## config.mk

```make
export PLATFORM = sky130hd
export DESIGN_NAME = somador_serial_ctrl
export DESIGN_NICKNAME = d
export VERILOG_FILES = /design/src/rtl/somador_serial_ctrl.sv
export SDC_FILE = /design/constraint.sdc
export NUM_CORES = 1
export LEC_CHECK = 0
export ABC_AREA = 0
export CAP_MARGIN = 20
export CORE_AREA = 2 2 53 55
export CTS_CLUSTER_DIAMETER = 100
export CTS_CLUSTER_SIZE = 12
export DETAILED_ROUTE_END_ITERATION = 7
export DIE_AREA = 0 0 55 57
export PLACE_DENSITY = 0.75
export RECOVER_POWER = 100
export SLEW_MARGIN = 20
export SYNTH_ARGS = -nofsm -noshare
export SYNTH_HDL_FRONTEND = slang
export SYNTH_SLANG_ARGS = --single-unit
```

## constraint.sdc

```tcl
create_clock -name clk -period 1.76 [get_ports clk]
set_clock_uncertainty 0.2 [all_clocks]
set_input_delay 0.44 -clock clk [delete_from_list [all_inputs] [get_ports clk]]
set_output_delay 0.44 -clock clk [all_outputs]
set_load 0.02 [all_outputs]
```

## src/rtl/somador_serial_ctrl.sv

```systemverilog
// somador_serial_ctrl
//   Bit-serial add/subtract sequencer. A single full-adder cell is reused
//   once per clock, LSB first, to process two WIDTH-bit operands. The block
//   holds the operand shift registers, the carry flop and the bit counter,
//   and offers a start/busy/done handshake.
//
//   Parameters:
//     WIDTH  operand/result width in bits (2..32)
//
//   Ports:
//     clk    system clock, rising edge
//     rst    synchronous active-high reset
//     start  request pulse, sampled only in IDLE
//     sub    0 = a+b, 1 = a-b, sampled with start
//     a, b   operands, sampled with start
//     busy   high while bits are being processed
//     done   one-cycle pulse when sum/cout are updated
//     sum    registered result, held until the next completion
//     cout   final carry out (for subtraction, 1 = no borrow)
//     ovf    signed overflow, present only when SOMADOR_SERIAL_OVF_EN is defined
//
//   Build option: define SOMADOR_SERIAL_OVF_EN to add the ovf output.

module somador_serial_ctrl #(
  parameter int unsigned WIDTH = 5
) (
  input  logic             clk,
  input  logic             rst,
  input  logic             start,
  input  logic             sub,
  input  logic [WIDTH-1:0] a,
  input  logic [WIDTH-1:0] b,
  output logic             busy,
  output logic             done,
  output logic [WIDTH-1:0] sum,
  output logic             cout
`ifdef SOMADOR_SERIAL_OVF_EN
  ,
  output logic             ovf
`endif
);

  localparam int unsigned CW = (WIDTH > 1) ? $clog2(WIDTH) : 1;

  typedef enum logic [1:0] {
    IDLE = 2'd0,
    RUN  = 2'd1,
    DONE = 2'd2
  } state_t;

  state_t           state;
  logic [WIDTH-1:0] a_sh;
  logic [WIDTH-1:0] b_sh;
  logic [WIDTH-1:0] r_sh;
  logic             carry;
  logic [CW-1:0]    cnt;

  logic             s_bit;
  logic             c_next;
  logic             last;

  // The shared full-adder cell
  always_comb begin
    s_bit  = a_sh[0] ^ b_sh[0] ^ carry;
    c_next = (a_sh[0] & b_sh[0]) | (a_sh[0] & carry) | (b_sh[0] & carry);
    last   = (cnt == CW'(WIDTH - 1));
  end

  always_ff @(posedge clk) begin
    if (rst) begin
      state <= IDLE;
      busy  <= 1'b0;
      done  <= 1'b0;
      sum   <= '0;
      cout  <= 1'b0;
      a_sh  <= '0;
      b_sh  <= '0;
      r_sh  <= '0;
      carry <= 1'b0;
      cnt   <= '0;
`ifdef SOMADOR_SERIAL_OVF_EN
      ovf   <= 1'b0;
`endif
    end else begin
      unique case (state)
        IDLE: begin
          done <= 1'b0;
          if (start) begin
            // Subtraction as a + ~b + 1: invert b and seed the carry with 1
            a_sh  <= a;
            b_sh  <= sub ? ~b : b;
            carry <= sub;
            cnt   <= '0;
            busy  <= 1'b1;
            state <= RUN;
          end
        end

        RUN: begin
          a_sh  <= a_sh >> 1;
          b_sh  <= b_sh >> 1;
          r_sh  <= {s_bit, r_sh[WIDTH-1:1]};
          carry <= c_next;
          if (last) begin
            // The final bit is merged directly so sum is complete at this edge
            sum   <= {s_bit, r_sh[WIDTH-1:1]};
            cout  <= c_next;
`ifdef SOMADOR_SERIAL_OVF_EN
            // carry currently holds the carry into the MSB
            ovf   <= carry ^ c_next;
`endif
            cnt   <= '0;
            busy  <= 1'b0;
            done  <= 1'b1;
            state <= DONE;
          end else begin
            cnt <= cnt + CW'(1);
          end
        end

        DONE: begin
          done  <= 1'b0;
          state <= IDLE;
        end

        default: begin
          busy  <= 1'b0;
          done  <= 1'b0;
          state <= IDLE;
        end
      endcase
    end
  end

endmodule

```

==> flow_summary.toml, run 1 <==
[cells_and_area]
final_cell_mix = "28 x dfxtp_1, 15 x nor2_1, 13 x a21oi_1"
finalNetCount = 175
fin_cells = 188
area_delta_synth_final_pct = 22.2
final_common_cell = "dfxtp_1"
drive_above_1_share = 0.0892
final_core_util = 0.588
diodes = 0

[sta]
setup_viol_count_final = 0
tightest_slew_ps = 330
rsz0062_at_grt = "false"
period_needed_ps = 1670
slew_headroom = 0.780
timing.fmax_mhz = 598
post-route-period-util = 0.950
hold_violations = 0
slew_violations = 0
setup_ws_ps = 87.9

[worst_setup_path]
cp.depth = 1
slowest_stage = "dfxtp_1"
slowest_delay_ps = 370
end_kind = "primary output"
critPathMaxFanout = 3
worst_setup_path_start_kind = "flop"
reg2reg_depth = 5
crit_buf_inv = 1
path_class = "reg -> out"
worstPathArrival_ps = 1030
cp_cell_sequence = "dlygate4sd2_1"
crit_family = "flip-flops"
cp.required_ps = 1120

[synthesis]
yosysSeqAreaShare = 0.446
synth.distinct_cells = 31
netlist_area_mm2 = 0.00126
yosysWarnings = 0
ys_ff_latch = 28
synth_area_per_cell_um2 = 9.31
netlist_instances = 135
syn_nets = 152

[status]
outcome = "finished clean"

[die]
ioPinCount = 22
die_h_um = 57
initial_core_util = 0.481
die_x_um = 55
core_mm2 = 0.00262
row_count = 19
dieArea_mm2 = 0.00314

[place]
dp_slack_ps = -185
hpwl_mm = 1.80
gp_congestion = 0.786
portBuffers = 21
placed_cells = 184

[job]
cap_violations = 0

[power_and_ir_drop]
ir_drop_v = 0.000701
power.total_mw = 1.29
p_per_area_mw_per_mm2 = 839
leakage_nw = 0.653

[global_routing]
grt_pass1_wl_mm = 4.04
grt_start_max_net_pins = 17
track_usage = 0.174
grt_pass1_vias = 955
antenna_found_initial = 0
grt-ovfl-total = 0

[hold_path]
hold_path_class = "reg -> reg"
whs_path_depth = 2

[clock_network]
cts_tree = "done"
numClockSinks = 28
clockBufferDepth = 2
ctsHtreeMaxLevel = 1
clkTransAtPathRegs_ps = 150
numCtsBuffers = 3
clockRootBuffer = "clkbuf_4"
clk_latency_ps = 330

[drt]
first_iter_violations = 18
vias = 1022
ant_nets = 0
drt-vias-per-instance = 5.44
totalWireLength_mm = 2.42
drc = 0
dr.pass1.iters = 4
wire_per_inst_um = 12.9
[flip-flops by register name, summed over array words and instances, names as in the netlist, 2 cells and up]
register  count
a_sh          5
r_sh          4
b_sh          5
state         2
sum           5
cnt           3
[stage by stage]
| stage | TNS [ps] | hold WS (ps) | area (um2) |
|---|---|---|---|
| final | 0 | 275 | 1540 |
| after global routing | 0 | 295 | 1540 |
| after CTS | 0 | 279 | 1540 |
| after detailed placement | -2080 | 259 | 1500 |
| after global placement | -1230 | 244 | 1500 |
| after floorplan | 0 | 236 | 1260 |
[report_power, final]
| part | leakage (nW) | internal [mW] | switching [mW] | total, mW |
|---|---|---|---|---|
| sequential | 0.229 | 0.665 | 0.0213 | 0.686 |
| combinational | 0.396 | 0.0916 | 0.0877 | 0.179 |
| clock | 0.0279 | 0.231 | 0.193 | 0.423 |
[synth_stat cells]
master | number | share of area
o21bai_4 | 1 | 0.015
a21oi_1 | 13 | 0.052
a22oi_1 | 7 | 0.042
o31ai_1 | 1 | 0.0060
nor3_1 | 6 | 0.024
a311oi_1 | 1 | 0.0070
buf_2 | 3 | 0.012
o22ai_1 | 4 | 0.020
buf_4 | 3 | 0.018
ha_1 | 2 | 0.020
nor2_1 | 15 | 0.045
nor3b_2 | 1 | 0.0099
nand4b_2 | 1 | 0.012
xnor2_1 | 4 | 0.028
fa_1 | 1 | 0.016
nand2_1 | 11 | 0.033
clkbuf_2 | 1 | 0.0040
buf_6 | 1 | 0.0090
nand2b_1 | 7 | 0.035
buf_1 | 2 | 0.0060
or3b_2 | 1 | 0.0070
nand3_1 | 1 | 0.0040
mux2i_1 | 6 | 0.048
o21ba_2 | 1 | 0.0080
and2b_1 | 2 | 0.012
nor3b_1 | 2 | 0.012
or3b_1 | 5 | 0.035
inv_1 | 2 | 0.0060
dfxtp_1 | 28 | 0.45
xor2_1 | 1 | 0.0070
o21ai_0 | 1 | 0.0040
[worst paths after layout]
path                              from              endpoint  slack, ps
setup / recovery     busy$_SDFFE_PP0P_                  busy         90
hold / removal    r_sh[1]$_SDFFE_PP0P_  r_sh[1]$_SDFFE_PP0P_        280
setup reg to reg   cnt[0]$_SDFFE_PP0P_   sum[3]$_SDFFE_PP0P_        150
hold reg to reg   r_sh[1]$_SDFFE_PP0P_  r_sh[1]$_SDFFE_PP0P_        280
[layout make-up]
type	instances	area, um2
fill	241	1080
clock buffer	3	22.5
inverter	2	7.51
tap	31	38.8
timing repair buffer	28	249
sequential	28	561
clock inverter	1	30.0
multi-input combinational	95	628
[layer usage]
metal,vias to the layer above,GRT usage,wire length (um)
li1,506,-,-
met1,485,0.239,1090
met2,22,0.264,1180
met3,9,0.0288,84
met4,0,0.0836,68
met5,-,0,0
[cells by family (layout without fill, tap and decap cells)]
group / after synthesis / in the layout / share of synthesized area
buffers and inverters: 12 / 34 / 0.0547
and+or+nand+nor: 52 / 52 / 0.228
adders and majority gates: 3 / 3 / 0.0358
muxes: 6 / 6 / 0.0478
xor gates and xnor gates: 5 / 5 / 0.0348
AOI/OAI and AO/OA: 29 / 29 / 0.153
DFF: 28 / 28 / 0.446
[timing repair]
action                                  4_1_cts  5_1_grt
setup buffers                                 0        0
gates resized for setup                       8        0
hold buffers                                  0        0
endpoints found under the setup margin        8        0
[worst reg2reg max path: cells and delay by family, from the launching register on]
kind	cells	cell delay, ps
and+or+nand+nor	2	380
DFF	1	360
muxes	1	260
buffers and inverters	1	80
adders and majority gates	1	260
Power figures use the tool's default switching activity.
==> inputs of run 2 (changes only) <==
RECOVER_POWER = 50   (was 100)
==> results of run 2 <==
No change in the layout: final DEF, timing and power equal those of run 1.
